`src/rtl/dmem_access_unit.sv`:
```
// Memory-stage data access unit: one load/store per request over a wait-stated word bus.
// Optional build macro DMEM_MISALIGN_TRAP_EN: misaligned half/word accesses complete with an error.
module dmem_access_unit #(
  parameter int unsigned TIMEOUT = 255,
  parameter int unsigned CNT_W   = 8
) (
  input  logic        clk,
  input  logic        rst,
  input  logic        cpu_req,
  input  logic        cpu_we,
  input  logic [31:0] cpu_addr,
  input  logic [31:0] cpu_wdata,
  input  logic [2:0]  cpu_dm_ctrl,
  output logic        cpu_ready,
  output logic [31:0] cpu_rdata,
  output logic        cpu_err,
  output logic        mem_req,
  output logic        mem_we,
  output logic [31:0] mem_addr,
  output logic [3:0]  mem_be,
  output logic [31:0] mem_wdata,
  input  logic [31:0] mem_rdata,
  input  logic        mem_ack
);

  typedef enum logic [1:0] {StIdle, StIssue, StResp} state_e;
  typedef enum logic [1:0] {SzByte, SzHalf, SzWord} size_e;

  function automatic size_e size_of(input logic [2:0] ctrl);
    case (ctrl)
      3'd1, 3'd2: return SzHalf;
      3'd3, 3'd4: return SzByte;
      default:    return SzWord;
    endcase
  endfunction

  function automatic logic is_unsigned(input logic [2:0] ctrl);
    return (ctrl == 3'd2) || (ctrl == 3'd4);
  endfunction

  function automatic logic [31:0] load_extend(input logic [31:0] word, input logic [1:0] lo,
                                              input logic [2:0] ctrl);
    logic [7:0]  b;
    logic [15:0] h;
    logic [31:0] r;
    b = word[{lo, 3'b000} +: 8];
    h = lo[1] ? word[31:16] : word[15:0];
    case (size_of(ctrl))
      SzByte:  r = is_unsigned(ctrl) ? {24'b0, b} : {{24{b[7]}}, b};
      SzHalf:  r = is_unsigned(ctrl) ? {16'b0, h} : {{16{h[15]}}, h};
      default: r = word;
    endcase
    return r;
  endfunction

  state_e            state_q, state_d;
  size_e             cap_size;
  logic [3:0]        cap_be;
  logic [31:0]       cap_wdata;
  logic              trap;
  logic              timeout;

  logic              we_q;
  logic [29:0]       addr_q;
  logic [1:0]        lo_q;
  logic [2:0]        ctrl_q;
  logic [31:0]       wdata_q;
  logic [3:0]        be_q;
  logic [CNT_W-1:0]  cnt_q;
  logic [31:0]       rdata_q;
  logic              err_q;

  // Lane steering is resolved at capture so the bus side only sees registered values.
  always_comb begin
    cap_size  = size_of(cpu_dm_ctrl);
    cap_be    = 4'b1111;
    cap_wdata = cpu_wdata;
    case (cap_size)
      SzByte: begin
        cap_be    = 4'b0001 << cpu_addr[1:0];
        cap_wdata = {4{cpu_wdata[7:0]}};
      end
      SzHalf: begin
        cap_be    = cpu_addr[1] ? 4'b1100 : 4'b0011;
        cap_wdata = {2{cpu_wdata[15:0]}};
      end
      default: ;
    endcase
  end

`ifdef DMEM_MISALIGN_TRAP_EN
  assign trap = ((cap_size == SzHalf) && cpu_addr[0]) ||
                ((cap_size == SzWord) && (cpu_addr[1:0] != 2'b00));
`else
  assign trap = 1'b0;
`endif

  assign timeout = (cnt_q == CNT_W'(TIMEOUT - 1));

  always_ff @(posedge clk) begin
    if (rst) begin
      state_q <= StIdle;
    end else begin
      state_q <= state_d;
    end
  end

  always_comb begin
    state_d = state_q;
    case (state_q)
      StIdle:  if (cpu_req) state_d = trap ? StResp : StIssue;
      StIssue: if (mem_ack || timeout) state_d = StResp;
      StResp:  state_d = StIdle;
      default: state_d = StIdle;
    endcase
  end

  always_comb begin
    mem_req   = (state_q == StIssue);
    mem_we    = (state_q == StIssue) & we_q;
    mem_be    = (state_q == StIssue) ? be_q : 4'b0000;
    mem_addr  = {addr_q, 2'b00};
    mem_wdata = wdata_q;
    cpu_ready = (state_q == StResp);
    cpu_rdata = rdata_q;
    cpu_err   = err_q;
  end

  always_ff @(posedge clk) begin
    if (rst) begin
      we_q    <= 1'b0;
      addr_q  <= '0;
      lo_q    <= '0;
      ctrl_q  <= '0;
      wdata_q <= '0;
      be_q    <= '0;
      cnt_q   <= '0;
      rdata_q <= '0;
      err_q   <= 1'b0;
    end else begin
      case (state_q)
        StIdle: begin
          if (cpu_req) begin
            we_q    <= cpu_we;
            addr_q  <= cpu_addr[31:2];
            lo_q    <= cpu_addr[1:0];
            ctrl_q  <= cpu_dm_ctrl;
            wdata_q <= cap_wdata;
            be_q    <= cap_be;
            cnt_q   <= '0;
            if (trap) begin
              rdata_q <= '0;
              err_q   <= 1'b1;
            end
          end
        end
        StIssue: begin
          if (mem_ack) begin
            // Store completions leave the previous load result untouched.
            if (!we_q) rdata_q <= load_extend(mem_rdata, lo_q, ctrl_q);
            err_q <= 1'b0;
          end else if (timeout) begin
            rdata_q <= '0;
            err_q   <= 1'b1;
          end else begin
            cnt_q <= cnt_q + 1'b1;
          end
        end
        default: ;
      endcase
    end
  end

endmodule
```
`config.mk`:
```
export PLATFORM = sky130hd
export DESIGN_NAME = dmem_access_unit
export DESIGN_NICKNAME = d
export VERILOG_FILES = /design/src/rtl/dmem_access_unit.sv
export SDC_FILE = /design/constraint.sdc
export NUM_CORES = 1
export LEC_CHECK = 0
export CAP_MARGIN = 20
export CORE_ASPECT_RATIO = 1.5
export CORE_UTILIZATION = 44
export DETAILED_ROUTE_END_ITERATION = 7
export HOLD_SLACK_MARGIN = 0.08
export PLACE_DENSITY = 0.87
export SLEW_MARGIN = 20
export SYNTH_ARGS = -nofsm -noshare
export SYNTH_HDL_FRONTEND = slang
export SYNTH_SLANG_ARGS = --single-unit
```
`constraint.sdc`:
```
create_clock -name clk -period 2 [get_ports clk]
set_input_delay 0.4 -clock clk [delete_from_list [all_inputs] [get_ports clk]]
set_output_delay 0.4 -clock clk [all_outputs]
set_load 0.01 [all_outputs]
```
==> summary.txt <==
status: completed
fmax: 518 MHz
clock power share: 44.8%
Hold Slack: 448 ps
startpoint types: flip-flop
Tot Pwr: 6.84 mW
Worst-path clk slew: 50 ps
met3 GRT Util: 6.71%
YS warnings: 0
post-detail-place hpwl: 12000 µm
H-Tree Depth: 4
most frequent cells in the layout: clkdlybuf4s50_1, nand2_1, dfxtp_1
FFs w/ async S/R, synth: 0%
crit path time final: 1930 ps
period utilisation layout: 96.5%
Placed Instances: 1008
DR WL/cell: 15.7 µm
CP endpoint kind: output pin
Overall Global Routing Usage: 26.5%
1st-iter DRT viols: 320
Cell Pwr Density: 828 nW/µm²
area of the core: 11600 µm²
Hold Path Class: reg -> reg
utilization after layout: 71.3%
Switch Pwr: 1.76 mW
PortBufs: 205
clock root cell: clkbuf_16
GRT Residual Overflow: 0
CTS-repair resized insts: 8
# DRC: 0
M2 GR Usage: 48.4%
clock skew: 7.32 ps
nets: 983
Finished Cell Area: 8260 µm²
MaxCap Viol Count: 0
antenna cell count: 0
CP required: 1600 ps
Worst VDD drop: 0.000628 V
worst setup path class: reg -> out
Die Y: 136 µm
Initial Util: 45.5%
die span in x: 91.4 µm
combinational share of power: 18.4%
GR peak layer: met2
Syn Inst Count: 657
TritonRoute pass-1 iters: 5
Setup-failing EPs final: 0
Yosys reg bits: 115
total clock sinks: 115
hold_buf cts: 0
syn avg cell area: 8.03 µm²
vias post-DR: 5581
TritonCTS Buffers: 17
Worst Path Max Fanout: 4
Clock Latency Late Sink: 400 ps
sequential power share: 36.8%
initial antenna violation count: 0
final hold viol count: 0
Via density: 5.37
slew at the pin closest to its max-slew limit: 725 ps
Cell variety after synth: 50
post-route ant nets: 0
first-pass GRT wire length: 25800 µm
Rel. slew slack: 51.6%
synth-to-layout area growth: 56.6%
TritonCTS clock tree: built
number of flops mapped to enable cells by yosys: 0
register area share after synthesis: 43.6%
LEAKAGE: 3.18 nW
total wire length: 16300 µm
layout cells sized above 1: 11.1%
num ports: 208
clk buf depth: 2
Final Max Slew Viols: 0
GRT met1 Usage: 28.3%
Switching Share: 25.7%
commonest non-fill, non-tap cell in the layout: clkdlybuf4s50_1
Post-Place Cell Area: 7660 µm²
# rows: 48
Pint: 5.08 mW
postcts setup bufs: 0
largest net degree at the start of global routing: 56
vias in the first global route: 5311
flop2flop setup slack: 160 ps
Worst EP arrival: 1530 ps
RSZ-0062 raised after global routing: no
placer congestion estimate: 0.863
Die Area: 12400 µm²
Synth Flop Type: dfxtp_1
area of the mapped netlist: 5280 µm²
post-route insts no fill: 1040
-- stage by stage --
| step | TNS, ps | worst slack [ps] |
|---|---|---|
| floorplan | 0 | 313 |
| global placement | -123 | -17.0 |
| detailed placement | -592 | -54.6 |
| CTS | 0 | 51.9 |
| global route | 0 | 0.0189 |
| finish | 0 | 69.7 |
-- area by class of cell --
| cell class | instances | area (µm²) |
|---|---|---|
| Fill cell | 916 | 3330 |
| Clock inverter | 13 | 159 |
| Clock buffer | 19 | 443 |
| Timing Repair Buffer | 252 | 2420 |
| Sequential cell | 115 | 2300 |
| Tap cell | 150 | 188 |
| Inverter | 7 | 26.3 |
| Multi-Input combinational cell | 484 | 2720 |
-- power groups by stage --
stage	sequential [mW]	clock, mW	combinational, mW
floorplan	2.60	0	0.529
global placement	2.56	0	1.23
detailed placement	2.56	0	1.25
CTS	2.52	3.12	1.26
global route	2.53	3.21	1.36
finish	2.52	3.06	1.25
-- final timing paths --
| kind | cells past startpoint | from | endpoint |
|---|---|---|---|
| worst max-delay path | 2 | state_q[1]$_SDFFE_PP0P_ | cpu_ready |
| worst min register to register | 2 | be_q[2]$_SDFFE_PP0P_ | be_q[2]$_SDFFE_PP0P_ |
| worst min-delay path | 2 | be_q[2]$_SDFFE_PP0P_ | be_q[2]$_SDFFE_PP0P_ |
| worst max register to register | 6 | lo_q[1]$_SDFFE_PP0P_ | cpu_rdata[17]$_SDFFE_PP0P_ |
-- cell usage after synthesis (6+ instances only) --
| cell type | count | area (µm²) |
|---|---|---|
| o22ai_1 | 18 | 113 |
| dfxtp_1 | 115 | 2300 |
| a22oi_1 | 11 | 82.6 |
| buf_4 | 7 | 52.6 |
| o21ai_0 | 43 | 215 |
| mux2i_1 | 27 | 270 |
| buf_2 | 17 | 85.1 |
| clkbuf_1 | 24 | 90.1 |
| a221oi_1 | 8 | 70.1 |
| nor2_1 | 54 | 203 |
| inv_1 | 6 | 22.5 |
| and2_1 | 6 | 37.5 |
| nand2_1 | 136 | 510 |
| a21oi_1 | 82 | 410 |
| nor3b_1 | 6 | 45.0 |
| mux2_2 | 7 | 78.8 |
| a22o_1 | 9 | 78.8 |
| a211oi_1 | 17 | 128 |
| nor2b_1 | 7 | 43.8 |
-- critical path: stages (launching register included) --
cell and delay [ps]:
dfxtp_1 420, nor2b_1 160, clkdlybuf4s50_1 550
-- flip-flops by register name (all words and copies together), names as in the netlist --
register   count
addr_q        30
be_q           4
cnt_q          8
cpu_err        1
cpu_rdata     32
ctrl_q         3
lo_q           2
mem_wdata     32
state_q        2
we_q           1
-- metal layers --
metal / share of wire (%) / vias up
li1: - / 2728
met1: 38 / 2555
met2: 53 / 264
met3: 7.1 / 34
met4: 2.6 / 0
met5: 0 / -
-- cells by family after synthesis --
| family | after synthesis | share of synthesized area (%) |
|---|---|---|
| AO/OA/AOI/OAI | 203 | 23.1 |
| adder cells (fa/ha/maj) | 3 | 0.664 |
| AND/OR/NAND/NOR | 234 | 19.0 |
| multiplexers | 34 | 6.62 |
| buffers and inverters | 59 | 5.24 |
| XOR/XNOR | 8 | 1.61 |
| flip-flops | 115 | 43.6 |
| other | 1 | 0.0711 |
Power figures use the tool's default switching activity.
